==> src/rtl/magnitude_sqrt_scheduler.sv <==
// Shares one sqrt core across three colour channels: FIFO in, ch0..ch2 issue/wait, one reassembled pixel out.
// Optional MAGNITUDE_SCHED_SATURATE_EN clamps roots above 2^COLOR_CHANNEL-1; otherwise they wrap.
module magnitude_sqrt_scheduler #(
    parameter int COLOR_CHANNEL = 8,
    parameter int FIFO_DEPTH    = 4,
    localparam int SUM_W        = 2*COLOR_CHANNEL+1
) (
    input  logic                              i_clk,
    input  logic                              i_reset_n,
    input  logic                              i_data_ready,
    input  logic [2:0][SUM_W-1:0]             i_sum_of_squares,
    output logic                              o_in_ready,
    output logic                              o_overflow,
    output logic                              o_sqrt_start,
    output logic [SUM_W:0]                    o_sqrt_data,
    input  logic                              i_sqrt_done,
    input  logic [COLOR_CHANNEL:0]            i_sqrt_data,
    output logic                              o_data_ready,
    output logic [2:0][COLOR_CHANNEL-1:0]     o_magnitude_value,
    output logic                              o_busy
);

    localparam int AW = $clog2(FIFO_DEPTH);

    typedef enum logic [1:0] {S_IDLE, S_ISSUE, S_WAIT, S_OUTPUT} state_t;

    state_t                          state_q, state_d;
    logic [2:0][SUM_W-1:0]           fifo_q [FIFO_DEPTH];
    logic [AW-1:0]                   wr_ptr_q, rd_ptr_q;
    logic [AW:0]                     count_q;
    logic                            overflow_q;
    logic [2:0][SUM_W-1:0]           work_q;
    logic [1:0]                      ch_q;
    logic [1:0][COLOR_CHANNEL-1:0]   result_q;
    logic [2:0][COLOR_CHANNEL-1:0]   mag_q;
    logic [COLOR_CHANNEL-1:0]        root_lim;
    logic                            full, empty, push, pop, capture;

    assign full    = (count_q == (AW+1)'(FIFO_DEPTH));
    assign empty   = (count_q == '0);
    assign push    = i_data_ready && !full;
    assign pop     = (state_q == S_IDLE) && !empty;
    assign capture = (state_q == S_WAIT) && i_sqrt_done;

`ifdef MAGNITUDE_SCHED_SATURATE_EN
    assign root_lim = i_sqrt_data[COLOR_CHANNEL] ? '1 : i_sqrt_data[COLOR_CHANNEL-1:0];
`else
    logic unused_root_msb;
    assign unused_root_msb = i_sqrt_data[COLOR_CHANNEL];
    assign root_lim        = i_sqrt_data[COLOR_CHANNEL-1:0];
`endif

    // Storage array carries no reset; occupancy is governed by count/pointers alone.
    always_ff @(posedge i_clk) begin
        if (push) begin
            fifo_q[wr_ptr_q] <= i_sum_of_squares;
        end
    end

    always_ff @(posedge i_clk) begin
        if (!i_reset_n) begin
            wr_ptr_q   <= '0;
            rd_ptr_q   <= '0;
            count_q    <= '0;
            overflow_q <= 1'b0;
        end else begin
            if (push) wr_ptr_q <= wr_ptr_q + 1'b1;
            if (pop)  rd_ptr_q <= rd_ptr_q + 1'b1;
            if (push && !pop)      count_q <= count_q + 1'b1;
            else if (!push && pop) count_q <= count_q - 1'b1;
            if (i_data_ready && full) overflow_q <= 1'b1;
        end
    end

    always_ff @(posedge i_clk) begin
        if (!i_reset_n) begin
            state_q <= S_IDLE;
        end else begin
            state_q <= state_d;
        end
    end

    always_comb begin
        state_d = state_q;
        case (state_q)
            S_IDLE:   if (!empty) state_d = S_ISSUE;
            S_ISSUE:  state_d = S_WAIT;
            S_WAIT:   if (i_sqrt_done) state_d = (ch_q == 2'd2) ? S_OUTPUT : S_ISSUE;
            S_OUTPUT: state_d = S_IDLE;
            default:  state_d = S_IDLE;
        endcase
    end

    // Channel results park in result_q; the final root goes straight into the output word.
    always_ff @(posedge i_clk) begin
        if (!i_reset_n) begin
            work_q   <= '0;
            ch_q     <= 2'd0;
            result_q <= '0;
            mag_q    <= '0;
        end else if (pop) begin
            work_q <= fifo_q[rd_ptr_q];
            ch_q   <= 2'd0;
        end else if (capture) begin
            if (ch_q == 2'd2) begin
                mag_q[0] <= result_q[0];
                mag_q[1] <= result_q[1];
                mag_q[2] <= root_lim;
            end else begin
                result_q[ch_q[0]] <= root_lim;
                ch_q              <= ch_q + 2'd1;
            end
        end
    end

    always_comb begin
        o_sqrt_start = (state_q == S_ISSUE);
        o_data_ready = (state_q == S_OUTPUT);
        o_sqrt_data  = '0;
        if (state_q == S_ISSUE || state_q == S_WAIT) begin
            o_sqrt_data = {1'b0, work_q[ch_q]};
        end
    end

    assign o_in_ready        = !full;
    assign o_overflow        = overflow_q;
    assign o_magnitude_value = mag_q;
    assign o_busy            = (state_q != S_IDLE) || !empty;

endmodule

==> config.mk <==
export PLATFORM = sky130hd
export DESIGN_NAME = magnitude_sqrt_scheduler
export DESIGN_NICKNAME = d
export VERILOG_FILES = /design/src/rtl/magnitude_sqrt_scheduler.sv
export SDC_FILE = /design/constraint.sdc
export NUM_CORES = 1
export LEC_CHECK = 0
export CORE_ASPECT_RATIO = 0.6
export CORE_MARGIN = 1.5
export CORE_UTILIZATION = 55
export CTS_CLUSTER_SIZE = 20
export DETAILED_ROUTE_END_ITERATION = 10
export GPL_TIMING_DRIVEN = 0
export PLACE_DENSITY = 0.8
export REMOVE_ABC_BUFFERS = 1
export SYNTH_ARGS = -nofsm -noshare
export SYNTH_HDL_FRONTEND = slang
export SYNTH_SLANG_ARGS = --single-unit
==> constraint.sdc <==
create_clock -name i_clk -period 3.8 [get_ports i_clk]
set_input_delay 1.14 -clock i_clk [delete_from_list [all_inputs] [get_ports i_clk]]
set_output_delay 1.14 -clock i_clk [all_outputs]
set_load 0.02 [all_outputs]
### Word level (Yosys, flattened, before mapping)

Memory sizes are Yosys's and may differ from the RTL's. A register that Yosys moved wholly into a read port is not among the register bits.
Cells that the tools add are included.

| storage, ports and cells | value |
|---|---|
| bits in registers | 52 |
| bits in writable memories | 204 |
| bits of input ports | 64 |
| output and inout port bits | 47 |
| logic and storage cells | 67 |
| memories kept | 1 |

Memory list:

| name | depth | bits a word | rd ports | clocked after memory_dff | write ports | line | source |
|---|---|---|---|---|---|---|---|
| fifo_q | 4 | 51 | 1 | 1 | 1 | 28 | `logic [2:0][SUM_W-1:0] fifo_q [FIFO_DEPTH];` |

| operators by class | value |
|---|---|
| add/subtract/negate cells | 5 |
| magnitude comparators | 3 |
| equality and inequality tests | 7 |
| mux-type cells | 14 |
| bitwise logic cells | 3 |
| reductions and logical operators | 23 |

Operator list:

| operator | number |
|---|---|
| binary-select mux 17 bit (select 2 bit) | 1 |
| two-way mux 17 bit | 2 |
| bitwise mux 16 bit | 1 |
| demux 8 bit (select 1 bit) | 1 |
| two-way mux 8 bit | 1 |
| one-hot mux 2 bit (4 select lines) | 1 |
| logical AND 1 bit | 7 |
| adder 2 x 1 -> 2 bit (second input constant) | 3 |
| equality test 2 bit (second input constant) | 3 |
| two-way mux 2 bit | 3 |
| two-way mux 3 bit | 2 |
| AND reduction 3 bit | 2 |
| zero test 1 bit | 5 |
| inequality test 2 bit (second input constant) | 2 |
| AND reduction 2 bit | 2 |
| nonzero test 2 bit | 2 |
| adder 3 x 1 -> 3 bit (second input constant) | 1 |
| equality test 3 bit (second input constant) | 1 |
| zero test 3 bit | 1 |
| less-than comparator 2 x 3 -> 1 bit (second input constant) | 1 |
| NOT 1 bit | 3 |
| subtractor 3 x 1 -> 3 bit (second input constant) | 1 |
| equality test 2 x 1 -> 1 bit (second input constant) | 1 |
| zero test 2 bit | 1 |
| other kinds (5) | 7 |

### Logic depth before layout (Yosys ltp)

Gate-level depths: netlist (run 1).

| depth | value |
|---|---|
| depth in word-level cells | 7 |
| mapped depth | 12 |
| mapped depth without buffers | 10 |

### Worst setup path after synthesis (run 1)

Ideal clock, no wire load.

| timing | value |
|---|---|
| path type | in2reg |
| from | input i_data_ready |
| to | memory fifo_q[1][0] in the netlist's numbering (enable) |
| setup time | 0.414 ns |
| arrival | 2.402 ns |
| data required time | 3.386 ns |
| setup slack | 0.984 ns |
| stages | 1 |
| buffers on the path | 0 |
| cells stage by stage | and3_1 |

| on the way | value |
|---|---|
| longest elaborated chain between the ends | 3 |

RTL lines:

| element | line | source |
|---|---|---|
| start: declaration | 10 | `input logic i_data_ready,` |
| logical AND 1 bit | 41 | `assign push = i_data_ready && !full;` |
| two-way mux 1 bit | 55 | `if (push) begin` |
| two-way mux 1 bit (implied by the code) | 56 | `fifo_q[wr_ptr_q] <= i_sum_of_squares;` |
| end: declaration | 28 |  |

Every way passes these cells.

### Final worst setup path (run 1)

| timing | value |
|---|---|
| from | register state_q[1] |
| to | output o_sqrt_data[6] |

| on the way | value |
|---|---|
| longest elaborated chain between the ends | 3 |
| elaborated cells between the ends (all ways) | 4 |
| those cells by class | eq/ne (2); mux (1); reduce/logical (1) |

RTL lines:

| element | line | source |
|---|---|---|
| start: declaration | 27 | `state_t state_q, state_d;` |
| start signal: assignment | 79 | `state_q <= state_d;` |
| equality test 2 x 1 -> 1 bit / equality test 2 bit (equally long branches) | 120 | `if (state_q == S_ISSUE \|\| state_q == S_WAIT) begin` |
| logical OR 1 bit * | 120 |  |
| two-way mux 17 bit * | 120 |  |
| end: declaration | 15 | `output logic [SUM_W:0] o_sqrt_data,` |

Every way passes the cells marked *; elsewhere a longest branch is shown, timed or not.

==> key figures, run 1 <==
Routing
  – Vias after detailed routing: 6627
  – Drt wl/cell: 19.7 um
  – Initial drt markers: approximately 550
  – Drc violations: 0
  – Total Routed Length: roughly 23000 um
  – Post-route ant nets: 0
  – Initial DRT Pass Iterations: 4
  – DR vias/cell: 5.59

Logic synthesis
  – Distinct cells, synth: 39
  – Ranking of synthesized cells by area: edfxtp_1 (52%), dfxtp_1 (17%), mux4_2 (9.7%)
  – Syn Inst Count: 784
  – Register area share after synthesis: 69.5%
  – Synthesized area per cell: 15.0 um^2
  – Synth warnings: 0
  – Synth area leader: edfxtp_1
  – Post-synth top area share: 52.0%
  – Post-Syn Area: 11800 um^2
  – Flops & latches, synth: 307

Placed design
  – Port bufs: 108
  – Placed insts: about 1.1k
  – DPL Wire Length: 13700 um
  – Post-DP Area: about 13000 um^2
  – Pre-CTS setup slack: -0.287 ns
  – Final Wtd Congestion: 0.710

Power and ir drop
  – Max VDD drop: 0.431 mV
  – Power Density: roughly 650 nW/um^2
  – P_leak: 0.00463 uW
  – Pwr Total: 9110 uW

Clock network
  – Root Buffer: clkbuf_16
  – Number of buffers created by CTS: 27
  – CTS Buffer Depth: 3
  – Hold Buf Count CTS: 0
  – H-tree levels: 1
  – Clk sinks: 307
  – Reg clk slew, reported paths: about 0.07 ns
  – CTS tree: built
  – Clk_lat worst skew: 0.53 ns

Setup path
  – Worst path bufs/invs: 2
  – Worst endpoint required time: 2.66 ns
  – Crit Path Category: register to output port
  – Crit-path cells: inv_1 -> ha_4 -> a21boi_0 -> clkdlybuf4s50_1
  – Setup crit end kind: output port
  – CP max FO: 17
  – Crit path DAT: 2.55 ns
  – Worst path max stage delay: 0.68 ns
  – Crit start category: register
  – Crit-path slowest cell: clkdlybuf4s50_1
  – CP delay by family, top: buffers and inverters

Run status
  – Status: finished, final reports clean

Flow run
  – Max Cap Violations: 0

Finish
  – Multi-input combinational cell area: 3320 um^2
  – Fill cells: 1440
  – FF+latch area: 8200 um^2
  – Area growth syn-to-layout: 19.4%
  – Most common cell after layout, fill and taps aside: edfxtp_1
  – Final instance area: 14100 um^2
  – Layout cells sized above 1: ~15%
  – # nets final: 961
  – Final std cells w/o fill: 1186
  – Most frequent cells in the layout: edfxtp_1 (204), nand2_1 (169), clkdlybuf4s50_1 (106)

Timing
  – Final Cycle Share: 97.0%
  – Fin crit period: 3.69 ns
  – Final worst setup slack: 0.113 ns
  – Worst-Margin Slew: 0.883 ns
  – Finish-stage setup viols: 0
  – Relative slew margins: slightly above 40%
  – Final slew viol count: 0
  – Worst clock skew: 0.00730 ns
  – Highest clock rate: 271 MHz
  – RSZ-0062 raised after global routing: false
  – Final Hold Viols: 0

Die
  – Die area: roughly 22000 um^2
  – Die height: between 100 and 150 um
  – Ports: 111
  – Rows: 41
  – Initial core utilization: a little under three fifths
  – Die Wd: 192 um
  – Placeable Area: 21000 um^2

GRT
  – Initial antenna violation count: 1
  – First-pass GRT wire length: 36500 um
  – Vias in the first global route: about 6.7k
  – Largest net degree at the start of global routing: 56
  – Tot GR Track Use: 21.5%
  – GR Overflow Total: 0

Hold path
  – Hold Crit Class: register to register
## worst paths after layout
check / endpoint / startpoint / slack, ns / cells past startpoint
setup / recovery: o_sqrt_data[6] / state_q[1]$_SDFFE_PN0P_ / 0.11 / 4
hold / removal: work_q[12]$_SDFFE_PN0P_ / work_q[12]$_SDFFE_PN0P_ / 0.45 / 2
setup reg to reg: count_q[2]$_SDFFE_PN0P_ / state_q[1]$_SDFFE_PN0P_ / 0.74 / 11
hold reg to reg: work_q[12]$_SDFFE_PN0P_ / work_q[12]$_SDFFE_PN0P_ / 0.45 / 2
## metrics by stage
stage | TNS (ns) | util [%] | hold slack, ns
floorplan | 0 | - | 0.436
global placement | -247.83 | 61.6 | 0.441
detailed placement | -1.74 | 62.6 | 0.446
CTS | 0 | 66.9 | 0.455
global route | 0 | 66.9 | 0.476
finish | 0 | 66.9 | 0.454
## logic make-up (layout without fill, tap and decap cells)
group	Yosys count	after routing	synth area share, %
other	1	2	0.0318
AND/OR/NAND/NOR	211	211	7.67
AO/OA/AOI/OAI	82	82	4.01
flip-flops	307	307	69.5
adder cells (fa/ha/maj)	11	11	1.23
buffers and inverters	58	180	2.53
XOR/XNOR	5	5	0.372
multiplexers	109	109	14.7
## cell usage after synthesis, drive strengths merged
cell     instances
a211oi           1
a21boi          17
a21oi           57
and3             5
and3b            1
buf             29
clkbuf          17
clkinv           1
conb             1
dfxtp          103
edfxtp         204
fa               1
ha              10
inv             11
mux2i           58
mux4            51
nand2          169
nand2b           1
nand3            4
nor2             9
nor2b            1
nor3             1
nor3b            1
nor4b            1
o21ai            3
o221a            1
o2bb2ai          1
o311ai           1
o31a             1
or2             17
or3              1
xnor2            2
xor2             3
## area by class of cell
| class | count | share of cell area, % |
|---|---|---|
| inverters | 12 | 0.365 |
| flip-flops and latches | 307 | 58.3 |
| repair buffers | 119 | 9.12 |
| multi-input cells | 419 | 23.6 |
| clock buffers | 41 | 5.46 |
| diodes | 1 | 0.0178 |
| clock inverters | 8 | 0.640 |
| well taps | 279 | 2.48 |
## worst register-to-register path, cell delays in order (launching register included)
cell     delay, ns
dfxtp_1       0.40
inv_1         0.12
ha_4          0.18
o31a_2        0.30
buf_12        0.27
inv_6         0.40
ha_1          0.28
inv_1         0.06
fa_1          0.37
xor2_1        0.17
or3_1         0.30
a21oi_1       0.13
## what timing repair did
| action | CTS | global route |
|---|---|---|
| buffers inserted | 2 | 0 |
| gates resized for setup | 6 | 4 |
| setup endpoints to repair | 17 | 4 |
## per-layer routing
layer,part of all wire [%],track usage (%),vias to the layer above
met5,0,0,-
met4,1.3,4.01,0
met3,5.8,3.49,28
met2,46,34.5,170
met1,47,31.9,3354
li1,-,-,3075
## flip-flops by register name, indices dropped and copies added, names as in the netlist
register	flops
wr_ptr_q	2
result_q	16
count_q	3
rd_ptr_q	2
state_q	2
o_overflow	1
fifo_q	204
o_magnitude_value	24
work_q	51
ch_q	2
## where the power goes
group	total [uW]	switching (uW)	internal, uW
registers	4280	275	4010
logic	2150	1170	985
clock network	2670	1140	1530
Note: power is estimated with default switching activity, not from simulation.
==> run 2: changes to the inputs <==
--- a/config.mk
+++ b/config.mk
@@ -10,6 +10,7 @@
 export CORE_UTILIZATION = 55
 export CTS_CLUSTER_SIZE = 20
 export DETAILED_ROUTE_END_ITERATION = 10
+export GPL_ROUTABILITY_DRIVEN = 0
 export GPL_TIMING_DRIVEN = 0
 export PLACE_DENSITY = 0.8
 export REMOVE_ABC_BUFFERS = 1
==> results of run 2 <==
No change in the layout: final DEF, timing and power equal those of run 1.
==> run 3: changes to the inputs <==
--- a/config.mk
+++ b/config.mk
@@ -12,8 +12,9 @@
 export DETAILED_ROUTE_END_ITERATION = 10
 export GPL_ROUTABILITY_DRIVEN = 0
 export GPL_TIMING_DRIVEN = 0
-export PLACE_DENSITY = 0.8
+export PLACE_DENSITY = 0.77
 export REMOVE_ABC_BUFFERS = 1
+export SETUP_SLACK_MARGIN = 0.4
 export SYNTH_ARGS = -nofsm -noshare
 export SYNTH_HDL_FRONTEND = slang
 export SYNTH_SLANG_ARGS = --single-unit
==> key figures, run 3 (synthesis gave the netlist of run 1 again) <==
Timing
  – Final slew viol count: 0 (unchanged)
  – Worst clock skew: 0.0125 ns (was 0.00730 ns)
  – RSZ-0062 raised after global routing: true (was false)
  – Hold slack: 0.453 ns (was 0.454 ns)
  – Relative slew margins: 39.7% (was 41.1%)
  – Highest clock rate: 301 MHz (was 271 MHz)
  – Final Hold Viols: 0 (unchanged)
  – Worst-Margin Slew: 0.904 ns (was 0.883 ns)
  – Finish-stage setup viols: 0 (unchanged)
  – Fin crit period: 3.32 ns (was 3.69 ns)
  – Final Cycle Share: 87.5% (was 97.0%)

Routing
  – DR vias/cell: 5.53 (was 5.59)
  – Post-route ant nets: 0 (unchanged)
  – Drt wl/cell: 19.3 um (was 19.7 um)
  – Drc violations: 0 (unchanged)
  – Initial drt markers: 497 (was 546)
  – Vias after detailed routing: 6579 (was 6627)
  – Initial DRT Pass Iterations: 5 (was 4)
  – Total Routed Length: 23000 um (was 23400 um)

Die
  – Placeable Area: 21000 um^2 (unchanged)
  – Initial core utilization: 56.0% (unchanged)
  – Die height: 116 um (unchanged)
  – Die area: 22300 um^2 (unchanged)
  – Rows: 41 (unchanged)
  – Die Wd: 192 um (unchanged)
  – Ports: 111 (unchanged)

Setup path
  – Crit Path Category: register to output port (unchanged)
  – FF-to-FF setup slack: 0.72 ns (was 0.74 ns)
  – Crit path launch: ch_q[1]$_SDFFE_PP0P_ (was state_q[1]$_SDFFE_PN0P_)
  – Crit-path cells: nor2b_2 -> buf_8 -> nand2_1 -> a21boi_0 -> dlygate4sd2_1 (was inv_1 -> ha_4 -> a21boi_0 -> clkdlybuf4s50_1)
  – CP delay by family, top: buffers and inverters (unchanged)
  – Crit-path slowest cell: dfxtp_4 (was clkdlybuf4s50_1)
  – Worst path bufs/invs: 2 (unchanged)
  – Worst path max stage delay: 0.45 ns (was 0.68 ns)
  – Reg-to-reg endpoint: count_q[2]$_SDFFE_PN0P_ (unchanged)
  – Worst r2r path cells: 11 (unchanged)
  – Setup crit end kind: output port (unchanged)
  – Worst endpoint required time: 2.66 ns (about the same)
  – Reg-to-reg critical path startpoint: state_q[0]$_SDFFE_PN0P_ (was state_q[1]$_SDFFE_PN0P_)
  – CP max FO: 15 (was 17)
  – Crit start category: register (unchanged)
  – Crit path DAT: 2.18 ns (was 2.55 ns)

Finish
  – Multi-input combinational cell area: 3340 um^2 (was 3320 um^2)
  – Fill cells: 1485 (was 1440)
  – Area growth syn-to-layout: 19.6% (was 19.4%)
  – Final std cells w/o fill: 1189 (was 1186)
  – Most common cell after layout, fill and taps aside: edfxtp_1 (unchanged)
  – Most frequent cells in the layout: edfxtp_1 (204), nand2_1 (169), dfxtp_1 (99) (was edfxtp_1 (204), nand2_1 (169), clkdlybuf4s50_1 (106))
  – FF+latch area: 8200 um^2 (unchanged)
  – Largest reg by FF count: fifo_q (unchanged)
  – # nets final: 964 (was 961)
  – Max FFs per register: 204 (unchanged)
  – Layout cells sized above 1: 15.8% (was 14.9%)

Power and ir drop
  – Max VDD drop: 0.458 mV (was 0.431 mV)
  – P_leak: 0.00471 uW (was 0.00463 uW)
  – Power Density: 641 nW/um^2 (was 647 nW/um^2)

Placed design
  – Port bufs: 108 (unchanged)
  – DPL Wire Length: 13600 um (was 13700 um)
  – Placed insts: 1134 (unchanged)

Hold path
  – Hold Path End: work_q[2]$_SDFFE_PN0P_ (was work_q[12]$_SDFFE_PN0P_)
  – Hold wc startpoint: work_q[2]$_SDFFE_PN0P_ (was work_q[12]$_SDFFE_PN0P_)
  – Hold Crit Class: register to register (unchanged)
  – Worst hold path cell count: 2 (unchanged)

Clock network
  – CTS Buffer Depth: 3 (unchanged)
  – CTS tree: built (unchanged)
  – Clk sinks: 307 (unchanged)
  – Number of buffers created by CTS: 27 (unchanged)
  – Reg clk slew, reported paths: 0.06 ns (was 0.07 ns)
  – H-tree levels: 1 (unchanged)
  – Hold Buf Count CTS: 0 (unchanged)
  – Clk_lat worst skew: 0.53 ns (about the same)
  – Root Buffer: clkbuf_16 (unchanged)

GRT
  – Tot GR Track Use: 21.1% (was 21.5%)
  – Largest net degree at the start of global routing: 56 (unchanged)
  – Vias in the first global route: 6477 (was 6718)
  – Initial antenna violation count: 1 (unchanged)
  – First-pass GRT wire length: 35600 um (was 36500 um)
  – GR Overflow Total: 0 (unchanged)

Flow run
  – Max Cap Violations: 0 (unchanged)

Run status
  – Status: finished, final reports clean (unchanged)
-- run 3: changes by cell type in the layout (fill, tap and decap cells not counted), sizes merged --
cell,change
buf,+3
clkinvlp,+1
dlymetal6s2s,-1
inv,+1
clkinv,+2
clkdlybuf4s50,-16
bufinv,-1
dlygate4sd2,+17
clkbuf,-3
-- run 3: layer usage --
metal  up-vias  track usage, %  wire length [um]
li1       3084               -                 -
met5         -               0                 0
met4         0            3.44               289
met2       208            33.7             10600
met1      3257            31.0             10300
met3        30            4.00              1790
-- run 3: through the flow --
step | power, uW | TNS [ns] | cell area, um^2 | util [%] | worst slack (ns)
2_1_floorplan | 5720 | 0 | 11500 | - | 0.542
3_3_place_gp | 6410 | -236.85 | 13000 | 61.6 | -2.03
3_5_place_dp | 6460 | -1.08 | 13200 | 62.6 | -0.178
4_1_cts | 9090 | 0 | 14000 | 66.8 | 0.385
5_1_grt | 9470 | 0 | 14100 | 67.0 | 0.370
6_report | 9030 | 0 | 14100 | 67.0 | 0.476
-- run 3: final cells by class --
type / instances / share of cell area [%]
sequential: 307 / 58.2
inverter: 12 / 0.364
antenna: 1 / 0.0178
timing repair buffer: 122 / 9.24
tap: 279 / 2.48
clock buffer: 38 / 5.44
multi-input combinational: 419 / 23.7
clock inverter: 11 / 0.612
-- run 3: repair_timing --
action                                  CTS  global route
endpoints found under the setup margin   18            12
hold endpoints to repair                  0             0
setup buffers                             2             3
gates cloned                              0             0
gates resized for setup                  26             6
-- run 3: power by group --
group | total [uW] | internal (uW) | switching (uW)
Sequential | 4270 | 4010 | 259
Combinational | 2130 | 970 | 1160
Clock | 2630 | 1480 | 1150
-- run 3: tightest hold or removal path: stages, from the launching register on --
cell,delay [ns]
dfxtp_1,0.31
nand2_1,0.05
a21oi_1,0.05
-- run 3: worst max-delay path by stage --
stage	end	slack (ns)	cells past startpoint
after floorplan	count_q[2]$_SDFFE_PN0P_	0.54	10
after global placement	state_q[1]$_SDFFE_PN0P_	-2.03	4
after detailed placement	o_sqrt_data[1]	-0.18	4
after CTS	o_sqrt_data[8]	0.38	5
after global routing	o_sqrt_data[2]	0.37	4
final	o_sqrt_data[13]	0.48	5
